## src/rtl/obf_sub_seq.sv

```systemverilog
// Obfuscation substitution sequencer between fetch and decode.
// Flagged instructions are replaced by their LUT group; the others pass straight through.
module obf_sub_seq #(
  parameter int IGU_WIDTH     = 4,
  parameter int PPC_WIDTH     = 4,
  parameter int INSN_WIDTH    = 32,
  parameter int LUT_OUT_WIDTH = INSN_WIDTH + 1
) (
  input  logic                     clk,
  input  logic                     rst,
  input  logic                     in_valid,
  output logic                     in_ready,
  input  logic [INSN_WIDTH-1:0]    in_insn,
  input  logic                     in_obf,
  input  logic [IGU_WIDTH-1:0]     in_index,
  output logic [IGU_WIDTH-1:0]     lut_index,
  output logic [PPC_WIDTH-1:0]     lut_ppc,
  input  logic [LUT_OUT_WIDTH-1:0] lut_sub,
  input  logic [LUT_OUT_WIDTH-1:0] lut_imm,
  output logic                     out_valid,
  input  logic                     out_ready,
  output logic [INSN_WIDTH-1:0]    out_insn,
  output logic                     out_last,
  output logic                     busy
);

  // state | meaning
  // IDLE  | accepting fetched instructions; passthrough goes out directly
  // SEQ   | walking ppc through the LUT group of the latched instruction
  localparam logic [0:0] IDLE = 1'b0;
  localparam logic [0:0] SEQ  = 1'b1;

  logic [0:0]            state;
  logic [PPC_WIDTH-1:0]  ppc;
  logic [IGU_WIDTH-1:0]  idx;
  logic [INSN_WIDTH-1:0] orig;
  logic                  adv;
  logic                  seq_end;
  logic [INSN_WIDTH-1:0] merged;
  logic                  unused_imm_msb;

  assign adv       = !out_valid || out_ready;
  assign in_ready  = rst && (state == IDLE) && adv;
  assign lut_index = idx;
  assign lut_ppc   = ppc;
  assign busy      = (state == SEQ);

  // Mask ones keep fields of the original instruction, zeros take the template.
  assign merged  = (lut_sub[INSN_WIDTH-1:0] & ~lut_imm[INSN_WIDTH-1:0]) |
                   (orig & lut_imm[INSN_WIDTH-1:0]);
  // The last ppc value force-terminates the group so ppc never wraps.
  assign seq_end = lut_sub[LUT_OUT_WIDTH-1] || (ppc == {PPC_WIDTH{1'b1}});

  assign unused_imm_msb = lut_imm[LUT_OUT_WIDTH-1];

  always_ff @(posedge clk) begin
    if (!rst) begin
      state     <= IDLE;
      ppc       <= '0;
      idx       <= '0;
      orig      <= '0;
      out_valid <= 1'b0;
      out_insn  <= '0;
      out_last  <= 1'b0;
    end else begin
      case (state)
        IDLE: begin
          if (in_valid && in_ready) begin
            if (in_obf) begin
              orig      <= in_insn;
              idx       <= in_index;
              ppc       <= '0;
              state     <= SEQ;
              out_valid <= 1'b0;
            end else begin
              out_valid <= 1'b1;
              out_insn  <= in_insn;
              out_last  <= 1'b1;
            end
          end else if (out_ready) begin
            out_valid <= 1'b0;
          end
        end
        SEQ: begin
          if (adv) begin
            out_valid <= 1'b1;
            out_insn  <= merged;
            out_last  <= seq_end;
            if (seq_end) begin
              state <= IDLE;
              ppc   <= '0;
            end else begin
              ppc <= ppc + 1'b1;
            end
          end
        end
        default: state <= IDLE;
      endcase
    end
  end

endmodule

```

## config.mk

```make
export PLATFORM = sky130hd
export DESIGN_NAME = obf_sub_seq
export DESIGN_NICKNAME = d
export VERILOG_FILES = /design/src/rtl/obf_sub_seq.sv
export SDC_FILE = /design/constraint.sdc
export NUM_CORES = 1
export LEC_CHECK = 0
export CAP_MARGIN = 20
export CORE_ASPECT_RATIO = 0.5
export CORE_MARGIN = 3
export CORE_UTILIZATION = 30
export CTS_CLUSTER_SIZE = 8
export DETAILED_ROUTE_END_ITERATION = 8
export GPL_TIMING_DRIVEN = 0
export PLACE_DENSITY_LB_ADDON = 0.15
export SETUP_SLACK_MARGIN = 0.5
export SLEW_MARGIN = 20
export SYNTH_ARGS = -nofsm -noshare
export SYNTH_HDL_FRONTEND = slang
export SYNTH_SLANG_ARGS = --single-unit
```

## constraint.sdc

```tcl
create_clock -name clk -period 1.66 [get_ports clk]
set_input_delay 0.332 -clock clk [delete_from_list [all_inputs] [get_ports clk]]
set_output_delay 0.332 -clock clk [all_outputs]
set_load 0.05 [all_outputs]
```

==> flow_summary_export.csv <==
group,metric,value,unit
critical_path,critPathCaptureType,"flop",
layout,final_area,6510,µm²
sta,drv_slew,0,
critical_path,crit_arrival,1.80,ns
sta,worst_pin_slew,0.541,ns
layout,layout.cells.non_filler,710,
logic_synthesis,synthCells,376,
place,dp.cells,665,
route,drtAntennaViolNets,0,
cts,clk_latency,0.34,ns
cts,cts_hold_buf,0,
critical_path,rr_endpoint,"orig[18]",
power,netSwitchingPower,1.47,mW
sta,min_period,1.57,ns
cts,cts_num_sinks,75,
logic_synthesis,synth-seq-cells,75,
critical_path,max_stage_delay,0.53,ns
route,viasPerCell,4.82,
logic_synthesis,async_flop_share,0,%
sta,tns,0,ns
power,leakagePower,2.93,nW
route,routed_wl,11700,µm
cts,cts_buffer_depth,2,
floorplan,die_h,81.6,µm
place,hpwl,7840,µm
logic_synthesis,yosysWarnings,0,
critical_path,crit_type,"flop to flop",
place,place.gp.congestion,0.757,
critical_path,cp-startpoint,"busy",
floorplan,fp-row-count,26,
cts,cts_inserted_buffers,9,
logic_synthesis,syn_area,3430,µm²
floorplan,ioPinCount,151,
critical_path,r2r_cells,5,
critical_path,critPathLaunchType,"flop",
power,ir_drop,465,µV
critical_path,cp_slowest_cell,"or4_4",
min_path,hold_class,"primary input to flop",
route,wl_per_cell,16.5,µm
layout,nNetsFinal,673,
logic_synthesis,synth_nets,484,
sta,timing.hold.ws,0.391,ns
power,clockPowerShare,37.0,%
global_routing,overflow,0,
place,port_buffers,149,
sta,relSlewSlack,63.9,%
logic_synthesis,synth_edf_count,0,
logic_synthesis,ys_seq_area_share,43.8,%
place,placed_area,5260,µm²
logic_synthesis,synth_cell_types,31,
route,drcViolationCount,0,
floorplan,start_util,32.1,%
power,power_frac_seq,37.9,%
route,drt_iter0_markers,119,
global_routing,antenna_found_initial,0,
global_routing,grt_usage,17.3,%
layout,diodes,0,
route,drt_pass1_iterations,4,
route,dr_total_vias,3421,
critical_path,cp_max_fo,5,
critical_path,crit_end,"orig[18]",
critical_path,required,1.88,ns
floorplan,core,10700,µm²
critical_path,crit_cells,5,
run_status,status,"complete, no violations",
cts,htreeDepth,3,
global_routing,grt_pass1_wl,17100,µm
cts,cts_root_buf,"clkbuf_16",
layout,area_growth,90.0,%
power,p_comb_share,25.1,%
global_routing,grt_pass1_vias,3361,
critical_path,r2r_slack,0.09,ns
sta,rsz0062_at_grt,"yes",
layout,drive_gt1_share,34.6,%
critical_path,critPathBufInv,3,
floorplan,dieWidth,157,µm
power,p_sw_share,27.8,%
logic_synthesis,postSynthAreaPerCell,9.11,µm²
cts,cts_tree,"done",
critical_path,path_delay_family,"simple AND/OR/NAND/NOR gates",
cts,path_clk_slew,0.06,ns
sta,finalSetupViolCount,0,
power,power_density,812,nW/µm²
sta,skew,0.00587,ns
floorplan,die-area,12800,µm²
global_routing,grt_start_max_net_pins,13,
critical_path,path_cells,"buf_4 > or4_4 > buf_12 > clkbuf_16 > mux2i_1",
critical_path,r2r_start,"busy",
run,drv_cap,0,
sta,finalHoldViolCount,0,
sta,finalCritPeriodShare,94.8,%
sta,max_clock_freq,0.635,GHz
power,p_int,3.82,mW
logic_synthesis,dominantRegCellSynth,"dfxtp_1",
[synth_stat cells, types with 2 or more instances]
cell | number | area (µm²)
nor2b_1 | 4 | 25.0
mux2i_1 | 70 | 701
nor3_1 | 2 | 10.0
a32o_1 | 32 | 320
inv_1 | 38 | 143
dfxtp_1 | 75 | 1500
buf_1 | 4 | 15.0
and4b_1 | 2 | 20.0
nand3_1 | 2 | 10.0
clkbuf_1 | 17 | 63.8
buf_6 | 3 | 33.8
nor2_1 | 34 | 128
nand2_1 | 41 | 154
nand4b_1 | 2 | 17.5
a21oi_1 | 34 | 170
[layer usage]
| layer | up-vias | GRT usage (%) | share of wire, % |
|---|---|---|---|
| met5 | - | 0 | 0 |
| met4 | 0 | 5.19 | 0.94 |
| met3 | 11 | 3.79 | 4.6 |
| met2 | 82 | 29.7 | 48 |
| met1 | 1627 | 22.2 | 46 |
| li1 | 1701 | - | - |
[layout make-up]
cell class	instances	area [µm²]
plain buffers	26	358
clock inverters	3	17.5
fillers	914	4160
repair buffers	178	2070
flip-flops and latches	75	1570
inverters	39	146
multi-input cells	236	1890
well taps	140	175
clock buffers	13	283
[worst register-to-register path, cell delays in order (launching register included)]
cell and delay (ns):
dfxtp_4 0.35, buf_4 0.13, or4_4 0.53, buf_12 0.18
clkbuf_16 0.16, mux2i_1 0.11
[metrics by stage]
step | total power, mW | util, % | worst slack [ns]
6_report | 5.29 | 61.0 | 0.0864
5_1_grt | 5.49 | 61.0 | 0.0649
4_1_cts | 5.23 | 57.5 | 0.0809
3_5_place_dp | 3.09 | 49.2 | -0.720
3_3_place_gp | 3.08 | 49.2 | -0.694
2_1_floorplan | 2.59 | - | 0.165
[power by group through the flow]
stage                     clock (mW)  sequential (mW)  combinational (mW)
after floorplan                    0             2.23               0.362
after global placement             0             2.00                1.08
after detailed placement           0             2.00                1.09
after CTS                       2.00             2.00                1.23
after global routing            2.06             2.02                1.41
final                           1.96             2.00                1.33
[cell usage in the layout, fill, tap and decap left out, types with 3 or more instances in the layout]
cell,synthesis,layout
nor2_4,0,9
buf_12,0,7
clkbuf_1,17,5
dfxtp_4,0,6
a32o_1,32,32
nor2_1,34,17
nor2_2,0,8
nand2_1,41,41
clkdlybuf4s50_1,0,101
a21oi_2,0,9
inv_1,38,38
a21oi_1,34,25
mux2i_1,70,70
buf_6,3,11
buf_4,1,13
dlygate4sd2_1,0,3
clkbuf_16,0,19
clkbuf_2,0,4
dfxtp_1,75,32
dfxtp_2,0,37
buf_8,0,47
clkbuf_8,0,3
[worst min path at each step]
stage          depth (start not counted)  slack, ns    startpoint      endpoint
6_report                               3       0.39           rst          busy
5_1_grt                                3       0.40           rst          busy
4_1_cts                                2       0.46      orig[29]      orig[29]
3_5_place_dp                           2       0.45      out_last      out_last
3_3_place_gp                           2       0.45  lut_index[2]  lut_index[2]
2_1_floorplan                          2       0.44       orig[0]       orig[0]
[sequential cells by signal (all words and copies together) (netlist names)]
signal     count
orig          32
out_valid      1
out_insn      32
busy           1
out_last       1
lut_index      4
lut_ppc        4
[what timing repair did]
| item | in CTS | in global routing |
|---|---|---|
| setup buffers | 15 | 6 |
| gates cloned | 3 | 5 |
| pin swaps | 5 | 15 |
| setup endpoints to repair | 118 | 119 |
| gates resized for setup | 422 | 68 |
[cells by family after synthesis]
group / Yosys count / synth area share (%)
and+or+nand+nor: 91 / 11.4
DFF: 75 / 43.8
AOI/OAI and AO/OA: 74 / 16.0
muxes: 70 / 20.4
buffers and inverters: 65 / 7.92
adders and majority gates: 1 / 0.365
Power figures use the tool's default switching activity.
